File: config.mk
export PLATFORM = sky130hd
export DESIGN_NAME = grid_frame_scheduler
export DESIGN_NICKNAME = d
export VERILOG_FILES = /design/src/rtl/grid_frame_scheduler.sv
export SDC_FILE = /design/constraint.sdc
export NUM_CORES = 1
export LEC_CHECK = 0
export BUFFER_PORTS_ARGS = -buffer_cell sky130_fd_sc_hd__clkbuf_2
export CELL_PAD_IN_SITES_DETAIL_PLACEMENT = 2
export CELL_PAD_IN_SITES_GLOBAL_PLACEMENT = 2
export CORE_UTILIZATION = 35
export CTS_BUF_LIST = sky130_fd_sc_hd__clkbuf_16
export DETAILED_ROUTE_END_ITERATION = 10
export GPL_TIMING_DRIVEN = 0
export PLACE_DENSITY = 0.8
export SKIP_LAST_GASP = 1
export SLEW_MARGIN = 30
export SYNTH_ARGS = -nofsm -noshare
export SYNTH_HDL_FRONTEND = slang
export SYNTH_SLANG_ARGS = --single-unit
export TNS_END_PERCENT = 10
File: constraint.sdc
create_clock -name clock -period 7 [get_ports clock]
set_clock_uncertainty 0.05 [all_clocks]
set_input_delay 1.4 -clock clock [delete_from_list [all_inputs] [get_ports clock]]
set_output_delay 1.4 -clock clock [all_outputs]
set_load 0.01 [all_outputs]
File: src/rtl/grid_frame_scheduler.sv
// grid_frame_scheduler
// Paces the 16x32 falling-grid game and redraws it into the 160x120 VGA
// frame buffer. A step strobe is followed by a short settle window, a
// snapshot of the display vector and a cell-by-cell scan at one pixel per
// clock. Steps never overlap a redraw, so the drawn frame does not tear.
//
// Optional feature: define GRID_LINES_EN to paint the first pixel column
// and first pixel row of every cell blue (3'b001). The result is a visible
// cell grid, with the same pixel count and timing.
module grid_frame_scheduler #(
    parameter int unsigned CELL_W     = 8,
    parameter int unsigned CELL_H     = 3,
    parameter int unsigned X_OFF      = 16,
    parameter int unsigned Y_OFF      = 12,
    parameter int unsigned STEP_DELAY = 2500000,
    parameter logic [2:0]  FG_COLOUR  = 3'b111,
    parameter logic [2:0]  BG_COLOUR  = 3'b000
) (
    input  logic         clock,
    input  logic         resetn,
    input  logic         run,
    input  logic         step,
    input  logic [511:0] display,
    output logic         game_enable,
    output logic [7:0]   x,
    output logic [6:0]   y,
    output logic [2:0]   colour,
    output logic         plot,
    output logic         busy,
    output logic         frame_done
);

    localparam int unsigned DLY_W = (STEP_DELAY > 1) ? $clog2(STEP_DELAY) : 1;
    localparam int unsigned PX_W  = (CELL_W > 1) ? $clog2(CELL_W) : 1;
    localparam int unsigned PY_W  = (CELL_H > 1) ? $clog2(CELL_H) : 1;

    localparam logic [DLY_W-1:0] DLY_LAST = DLY_W'(STEP_DELAY - 1);
    localparam logic [PX_W-1:0]  PX_LAST  = PX_W'(CELL_W - 1);
    localparam logic [PY_W-1:0]  PY_LAST  = PY_W'(CELL_H - 1);

    typedef enum logic [2:0] {
        S_WAIT   = 3'd0,
        S_STEP   = 3'd1,
        S_SETTLE = 3'd2,
        S_LATCH  = 3'd3,
        S_DRAW   = 3'd4,
        S_DONE   = 3'd5
    } state_t;

    // Scaled cell offset: the product is kept at 9 bits and truncated by the caller.
    function automatic logic [8:0] scale9(input logic [8:0] idx, input logic [8:0] size);
        scale9 = idx * size;
    endfunction

    state_t             state_r;
    state_t             next_state_s;
    logic [DLY_W-1:0]   dly_r;
    logic [DLY_W-1:0]   next_dly_s;
    logic               settle_r;
    logic [511:0]       shadow_r;
    logic [3:0]         col_r;
    logic [4:0]         row_r;
    logic [PX_W-1:0]    px_r;
    logic [PY_W-1:0]    py_r;
    logic               last_pixel_s;
    logic               cell_on_s;
    logic [7:0]         pix_x_s;
    logic [6:0]         pix_y_s;
    logic [2:0]         pix_colour_s;

    logic               game_enable_r;
    logic [7:0]         x_r;
    logic [6:0]         y_r;
    logic [2:0]         colour_r;
    logic               plot_r;
    logic               busy_r;
    logic               frame_done_r;

    assign game_enable = game_enable_r;
    assign x           = x_r;
    assign y           = y_r;
    assign colour      = colour_r;
    assign plot        = plot_r;
    assign busy        = busy_r;
    assign frame_done  = frame_done_r;

    assign last_pixel_s = (px_r == PX_LAST) && (py_r == PY_LAST) &&
                          (row_r == 5'd31) && (col_r == 4'd15);

    // Next-state and delay-counter logic; run/step are only looked at in S_WAIT.
    always_comb begin
        next_state_s = state_r;
        next_dly_s   = dly_r;
        case (state_r)
            S_WAIT: begin
                if (run) begin
                    if (dly_r == DLY_LAST) begin
                        next_dly_s   = {DLY_W{1'b0}};
                        next_state_s = S_STEP;
                    end else begin
                        next_dly_s   = dly_r + DLY_W'(1);
                    end
                end else if (step) begin
                    next_dly_s   = {DLY_W{1'b0}};
                    next_state_s = S_STEP;
                end else begin
                    next_dly_s   = dly_r;
                end
            end
            S_STEP: begin
                next_state_s = S_SETTLE;
            end
            S_SETTLE: begin
                if (settle_r) begin
                    next_state_s = S_LATCH;
                end else begin
                    next_state_s = S_SETTLE;
                end
            end
            S_LATCH: begin
                next_state_s = S_DRAW;
            end
            S_DRAW: begin
                if (last_pixel_s) begin
                    next_state_s = S_DONE;
                end else begin
                    next_state_s = S_DRAW;
                end
            end
            S_DONE: begin
                next_state_s = S_WAIT;
            end
            default: begin
                next_state_s = S_SETTLE;
            end
        endcase
    end

    // State, delay counter and two-cycle settle timer.
    always_ff @(posedge clock) begin
        if (!resetn) begin
            state_r  <= S_SETTLE;
            dly_r    <= {DLY_W{1'b0}};
            settle_r <= 1'b0;
        end else begin
            state_r  <= next_state_s;
            dly_r    <= next_dly_s;
            settle_r <= (state_r == S_SETTLE) ? ~settle_r : 1'b0;
        end
    end

    // Snapshot of the game grid, taken once per redraw so mid-draw changes are ignored.
    always_ff @(posedge clock) begin
        if (!resetn) begin
            shadow_r <= {512{1'b0}};
        end else if (state_r == S_LATCH) begin
            shadow_r <= display;
        end else begin
            shadow_r <= shadow_r;
        end
    end

    // Scan counters: px innermost, then py, row and col.
    always_ff @(posedge clock) begin
        if (!resetn || state_r == S_LATCH) begin
            col_r <= 4'd0;
            row_r <= 5'd0;
            px_r  <= {PX_W{1'b0}};
            py_r  <= {PY_W{1'b0}};
        end else if (state_r == S_DRAW) begin
            if (px_r == PX_LAST) begin
                px_r <= {PX_W{1'b0}};
                if (py_r == PY_LAST) begin
                    py_r <= {PY_W{1'b0}};
                    if (row_r == 5'd31) begin
                        row_r <= 5'd0;
                        col_r <= col_r + 4'd1;
                    end else begin
                        row_r <= row_r + 5'd1;
                    end
                end else begin
                    py_r <= py_r + PY_W'(1);
                end
            end else begin
                px_r <= px_r + PX_W'(1);
            end
        end else begin
            col_r <= col_r;
            row_r <= row_r;
            px_r  <= px_r;
            py_r  <= py_r;
        end
    end

    // Pixel address and colour for the cell and pixel the counters point at.
    always_comb begin
        cell_on_s = shadow_r[{col_r, row_r}];
        pix_x_s   = 8'(9'(X_OFF) + scale9({5'b00000, col_r}, 9'(CELL_W)) + 9'(px_r));
        pix_y_s   = 7'(9'(Y_OFF) + scale9({4'b0000, row_r}, 9'(CELL_H)) + 9'(py_r));
`ifdef GRID_LINES_EN
        if ((px_r == {PX_W{1'b0}}) || (py_r == {PY_W{1'b0}})) begin
            pix_colour_s = 3'b001;
        end else if (cell_on_s) begin
            pix_colour_s = FG_COLOUR;
        end else begin
            pix_colour_s = BG_COLOUR;
        end
`else
        if (cell_on_s) begin
            pix_colour_s = FG_COLOUR;
        end else begin
            pix_colour_s = BG_COLOUR;
        end
`endif
    end

    // Registered outputs; the pixel addressed in cycle n is presented in cycle n+1.
    always_ff @(posedge clock) begin
        if (!resetn) begin
            game_enable_r <= 1'b0;
            x_r           <= 8'd0;
            y_r           <= 7'd0;
            colour_r      <= 3'b000;
            plot_r        <= 1'b0;
            busy_r        <= 1'b1;
            frame_done_r  <= 1'b0;
        end else begin
            game_enable_r <= (next_state_s == S_STEP);
            frame_done_r  <= (next_state_s == S_DONE);
            busy_r        <= (next_state_s != S_WAIT);
            plot_r        <= (state_r == S_DRAW);
            if (state_r == S_DRAW) begin
                x_r      <= pix_x_s;
                y_r      <= pix_y_s;
                colour_r <= pix_colour_s;
            end else begin
                x_r      <= x_r;
                y_r      <= y_r;
                colour_r <= colour_r;
            end
        end
    end

endmodule
==> flow_metrics.py, run 1 <==
metrics = {
    "setup_path": {
        "reg2reg_to": "colour[1]",
        "endpoint_kind": "flop",
        "r2r_slack_ps": 2660,
        "criticalPathCategory": "flop to flop",
        "path_max_fanout": 10,
        "crit_start": "row_r[1]",
        "cp-start-kind": "flop",
        "timing.rr.start": "row_r[1]",
        "cp_data_required_time_ps": 7430,
        "arrival_ps": 4760,
        "reg2reg_depth": 9,
    },
    "logic_synthesis": {
        "avgSynthCellArea_um2": 8.90,
        "synth_ff_type": "dfxtp_1",
        "async_flop_share": 0,
        "ys.warnings.count": 0,
        "ys_ff_latch": 572,
        "synthCells": 2876,
        "seq_area_frac_synth": 0.447,
        "syn_nets": 3412,
        "ys_types": 61,
        "synth_edf_count": 0,
        "syn_area_mm2": 0.0256,
    },
    "timing": {
        "fin_crit_ps": 4340,
        "setup_viol": 0,
        "period_share": 0.620,
        "setup_ws_ps": 2660,
        "tns_ps": 0,
        "final_max_slew_viol_count": 0,
        "rsz0062_at_grt": "false",
        "worst_pin_slew_ps": 1030,
        "hold_violations": 0,
        "slew_headroom": 0.314,
        "fmax_mhz": 231,
    },
    "die": {
        "start_util": 0.356,
        "io_pins": 538,
        "die_height_um": 272,
        "dieArea_mm2": 0.0742,
        "die_width_um": 272,
        "num_rows": 98,
        "coreArea_mm2": 0.0720,
    },
    "run": {
        "cap_viol_max_count": 0,
    },
    "pwr": {
        "powerDensity_mw_per_mm2": 273,
        "p_leak_nw": 11.7,
        "switching_share": 0.304,
        "combPwrFrac": 0.174,
        "p_int_mw": 5.98,
        "seqPwrFrac": 0.442,
        "ir_drop_mv": 0.178,
        "clkPwrFrac": 0.384,
        "p_switching_mw": 2.62,
    },
    "placement": {
        "pre_cts_slack_ps": 2610,
        "port_buffers": 536,
        "hpwl_mm": 87.6,
        "gp_congestion": 0.854,
        "dp.cells": 4362,
    },
    "routing": {
        "routed_via_density": 5.29,
        "drtIter0Drc": 1195,
        "drc": 0,
        "firstDrtPassIters": 4,
        "routedWlPerCell_um": 25.5,
        "wl_mm": 114,
        "drtAntennaViolNets": 0,
        "vias": 23700,
    },
    "clocking": {
        "cts_inserted_buffers": 67,
        "clock_tree.buffer_depth": 3,
        "tritoncts": "built",
        "post_cts_buffers": 0,
        "clock_latency_ps": 610,
        "root_buffer": "clkbuf_16",
        "h-tree-depth": 3,
        "ctsHoldBuffers": 0,
        "path_clk_slew_ps": 60,
        "cts_resized": 0,
        "clock_sinks": 572,
    },
    "run_status": {
        "outcome": "finished, final reports clean",
    },
    "final_layout": {
        "final_common_cell": "nand2_1",
        "area_delta_synth_final_pct": 23.0,
        "n_fill_cell": 8019,
        "multi_input_area_mm2": 0.0131,
        "drive_above_1_share": 0.226,
        "fin_nets": 4017,
        "layout_common_cells": "nand2_1 (1089), dfxtp_1 (572), clkbuf_2 (544)",
        "layout.cells.non_filler": 4483,
        "ff_latch_area_mm2": 0.0115,
    },
    "grt": {
        "grt_pass1_wl_mm": 167,
        "grt_pass1_vias": 26600,
        "grt_max_degree": 14,
        "overflow": 0,
        "antenna_found_initial": 15,
        "grt_use_total": 0.304,
    },
    "min_path": {
        "worstHoldPathType": "flop to flop",
        "hold_path_depth": 2,
        "min_to": "shadow_r[258]",
        "min-delay-start": "shadow_r[258]",
    },
}
## cells in the mapped netlist (all sizes together) (9+ instances only)
master	number	share of area
nand3	19	0.0037
nor2b	11	0.0027
ha	18	0.0088
nand4	9	0.0022
inv	14	0.0021
buf	34	0.010
mux2i	22	0.0086
nand2	1089	0.16
dfxtp	572	0.45
clkbuf	198	0.029
mux4	126	0.11
a22oi	20	0.0059
nor2	48	0.0070
xor2	19	0.0065
a21oi	31	0.0061
a21boi	525	0.15
o21ai	23	0.0046
## per-layer routing
| layer | wire length (um) | track usage |
|---|---|---|
| met4 | 4940 | 0.136 |
| met2 | 57400 | 0.540 |
| met1 | 48100 | 0.371 |
| met5 | 26 | 0 |
| met3 | 3940 | 0.0320 |
## worst max-delay path by stage
stage / slack [ps] / depth (start not counted) / end
floorplan: 4260 / 6 / dly_r[15]
global placement: 2540 / 9 / colour[1]
detailed placement: 2610 / 9 / colour[1]
CTS: 2590 / 9 / colour[1]
global route: 2590 / 9 / colour[1]
finish: 2660 / 9 / colour[1]
## state kept, by name (all words and copies together), names as in the netlist
register / count
shadow_r: 512
dly_r: 22
x: 8
y: 7
row_r: 5
col_r: 4
px_r: 3
state_r: 3
py_r: 2
busy: 1
colour: 1
frame_done: 1
game_enable: 1
plot: 1
settle_r: 1
## layout make-up
cell class | count | area share
Buffer | 232 | 0.0323
Antenna cell | 9 | 0.000715
Clock inverter | 44 | 0.00894
Inverter | 14 | 0.00167
Multi-Input combinational cell | 2058 | 0.416
Timing Repair Buffer | 536 | 0.0852
Sequential cell | 572 | 0.364
Tap cell | 950 | 0.0377
Clock buffer | 68 | 0.0540
## stage by stage
stage / utilization / cell area, um2 / hold slack, ps / power, mW
2_1_floorplan: - / 25600 / 389 / 4.68
3_3_place_gp: 0.410 / 29500 / 398 / 5.22
3_5_place_dp: 0.410 / 29500 / 409 / 5.35
4_1_cts: 0.437 / 31500 / 416 / 8.65
5_1_grt: 0.438 / 31500 / 434 / 8.96
6_report: 0.438 / 31500 / 413 / 8.59
## power by group through the flow
stage | clock network (mW) | logic (mW) | registers, mW
2_1_floorplan | 0 | 0.890 | 3.79
3_3_place_gp | 0 | 1.40 | 3.82
3_5_place_dp | 0 | 1.49 | 3.86
4_1_cts | 3.35 | 1.51 | 3.79
5_1_grt | 3.47 | 1.65 | 3.83
6_report | 3.30 | 1.49 | 3.80
## cells by family after synthesis
family,count (synthesis),synth area share
AOI/OAI and AO/OA,640,0.184
DFF,572,0.447
buffers and inverters,246,0.0412
muxes,150,0.121
xor gates and xnor gates,27,0.00924
adders and majority gates,20,0.0104
and+or+nand+nor,1221,0.188
## worst max-delay path, stage by stage (launching register included)
cell and delay (ps):
dfxtp_1 430, buf_4 280, buf_2 580, buf_2 690, mux4_2 430, a22o_1 250, a221oi_1 710, o22ai_1 290
o221ai_1 350, a22oi_1 110
Note: power is estimated with default switching activity, not from simulation.
==> run 2, diff against run 1 <==
Settings changed: ABC_AREA set to 1, CORE_UTILIZATION 35 to 27, PLACE_DENSITY 0.8 to 0.73.
Clock period 7 ns to 3.7 ns, I/O delays scaled along.
==> flow_metrics.py, run 2 <==
metrics = {
    "routing": {
        "drtIter0Drc": 1695,
        "wl_met2_mm": 66.9,
        "vias": 28300,
        "drtAntennaViolNets": 0,
        "firstDrtPassIters": 5,
        "drc": 0,
        "routedWlPerCell_um": 24.5,
        "routed.top_layer": "met5",
        "routed_via_density": 5.02,
        "wl_mm": 139,
        "m1WireLength_mm": 61.2,
        "wl_met3_mm": 6.04,
    },
    "final_layout": {
        "final_common_cell": "nor2_1",
        "layout_common_cells": "nor2_1 (1088), dfxtp_1 (572), nand2_1 (555)",
        "drive_above_1_share": 0.176,
        "regMostFlops": "shadow_r",
        "n_fill_cell": 11500,
        "layout.cells.non_filler": 5651,
        "area_delta_synth_final_pct": 25.3,
        "fin_nets": 4878,
        "largest_register_ffs": 512,
    },
    "clocking": {
        "clock_latency_ps": 620,
        "clock_sinks": 572,
        "clock_tree.buffer_depth": 3,
        "cts_resized": 0,
        "path_clk_slew_ps": 60,
        "tritoncts": "built",
        "ctsHoldBuffers": 0,
        "h-tree-depth": 3,
        "post_cts_buffers": 0,
        "cts_inserted_buffers": 70,
        "root_buffer": "clkbuf_16",
    },
    "logic_synthesis": {
        "yosysMostFrequentCell": "nor2_1",
        "avgSynthCellArea_um2": 6.81,
        "ys_ff_latch": 572,
        "synth_ff_type": "dfxtp_1",
        "synth_edf_count": 0,
        "yosys.area.top_type_share": 0.450,
        "ys.warnings.count": 0,
        "syn_area_mm2": 0.0254,
        "ys_types": 47,
        "seq_area_frac_synth": 0.450,
        "synthTopCellsByCount": "nor2_1 (1088), dfxtp_1 (572), nand2_1 (555), o21ai_0 (535), nand3_1 (517)",
        "synth.area.top_cells": "dfxtp_1 (45%), nor2_1 (16%), o21ai_0 (11%)",
        "synthCells": 3734,
        "syn_nets": 4270,
        "async_flop_share": 0,
        "yosysTopAreaCell": "dfxtp_1",
    },
    "setup_path": {
        "path_common_cell": "nand3_1",
        "critPathBufInv": 3,
        "crit_family": "buffers and inverters",
        "max_stage_delay_ps": 630,
        "crit_path_top_delay_cell": "clkinv_1",
        "cp-start-kind": "flop",
        "arrival_ps": 3730,
        "cp_data_required_time_ps": 4130,
        "endpoint_kind": "flop",
        "criticalPathCategory": "flop to flop",
        "path_max_fanout": 10,
        "cp_cell_sequence": "buf_2 > clkinv_1 > clkbuf_2 > nand3_1 > nand3_1 > nand3_1 > nand2_1 > nand2_1 > nand3_1 > nand2_1 > a21oi_2",
    },
    "timing": {
        "rsz0062_at_grt": "false",
        "hold_violations": 0,
        "worst_pin_slew_ps": 1030,
        "setup_viol": 0,
        "final_max_slew_viol_count": 0,
        "fin_crit_ps": 3300,
        "tns_ps": 0,
        "slew_headroom": 0.312,
        "fmax_mhz": 303,
        "period_share": 0.893,
    },
    "placement": {
        "hpwl_mm": 103,
        "dp.cells": 5524,
        "gp_congestion": 0.823,
        "port_buffers": 536,
    },
    "pwr": {
        "p_leak_nw": 14.3,
        "ir_drop_mv": 0.258,
        "powerDensity_mw_per_mm2": 666,
    },
    "die": {
        "start_util": 0.272,
        "die_height_um": 309,
        "dieArea_mm2": 0.0954,
        "io_pins": 538,
        "die_width_um": 309,
        "num_rows": 112,
        "coreArea_mm2": 0.0933,
    },
    "grt": {
        "grt_pass1_wl_mm": 197,
        "grt_max_degree": 13,
        "grt_pass1_vias": 29900,
        "overflow": 0,
        "grt_use_total": 0.284,
        "antenna_found_initial": 8,
    },
    "run": {
        "cap_viol_max_count": 0,
    },
    "min_path": {
        "worstHoldPathType": "input port to flop",
    },
    "run_status": {
        "outcome": "finished, final reports clean",
    },
}
[run 2: changes by cell type in the layout (fill, tap and decap cells not counted), moves of 12 or more]
cell      change
xor2_1       -12
nand2_1     -534
a22oi_1      -19
buf_4        +13
clkbuf_1     -22
nor2_1     +1040
inv_1        +50
mux4_2      -124
mux2i_1      -21
buf_2        +46
a21boi_0    -524
nand3_1     +498
o21ai_0     +517
[run 2: kinds of logic (layout without fill, tap and decap cells)]
logic type      Yosys count  in the layout  synth area share
mux                       1              1          0.000394
other cells               0              1                 0
compound gates          575            575             0.115
flops                   572            572             0.450
xor+xnor                  9              9           0.00310
buf+inv                 355           1017            0.0653
fa+ha+maj                20             20            0.0104
simple gates           2202           2202             0.356
[run 2: worst register-to-register path, cell delays in order (launching register included)]
cell	delay, ps
dfxtp_1	400
buf_2	370
clkinv_1	650
clkbuf_2	600
nand3_1	360
nand3_1	110
nand3_1	160
nand2_1	160
nand2_1	100
nand3_1	80
nand2_1	100
a21oi_2	50
[run 2: routing by layer]
layer | vias to the layer above | global-route usage
li1 | 13400 | -
met5 | - | 0
met4 | 2 | 0.0952
met1 | 14100 | 0.365
met3 | 201 | 0.0299
met2 | 720 | 0.495
[run 2: path summary, 6_finish.rpt]
check / from / end / slack, ps / cells after the start
worst max-delay path: row_r[4] / colour[1] / 400 / 11
worst min-delay path: display[143] / shadow_r[143] / 300 / 3
worst max register to register: row_r[4] / colour[1] / 400 / 11
worst min register to register: settle_r / settle_r / 380 / 1
[run 2: where the power goes]
| part | switching [mW] | leakage, nW | internal (mW) |
|---|---|---|---|
| clock | 2.91 | 1.12 | 3.77 |
| sequential | 0.991 | 4.66 | 8.05 |
| combinational | 3.80 | 8.55 | 1.70 |
[run 2: final cells by class]
class | count | area (um2) | share of cell area
inverter | 67 | 256 | 0.00805
timing repair buffer | 536 | 2680 | 0.0842
sequential | 572 | 11500 | 0.359
tap | 1254 | 1570 | 0.0492
antenna | 1 | 2.50 | 0.0000785
clock buffer | 73 | 1830 | 0.0573
clock inverter | 53 | 327 | 0.0102
buffer | 288 | 1430 | 0.0448
multi-input combinational | 2807 | 12300 | 0.387
[run 2: per-stage QoR]
step           hold WS, ps  power, mW  setup WS [ps]   util  area, um2
2_1_floorplan          351       12.2           1510      -      25400
3_3_place_gp           358       14.4            166  0.318      29700
3_5_place_dp           372       14.6            382  0.318      29700
4_1_cts                269       21.3            424  0.341      31900
5_1_grt                294       22.5            295  0.341      31900
6_report               297       21.2            396  0.341      31900
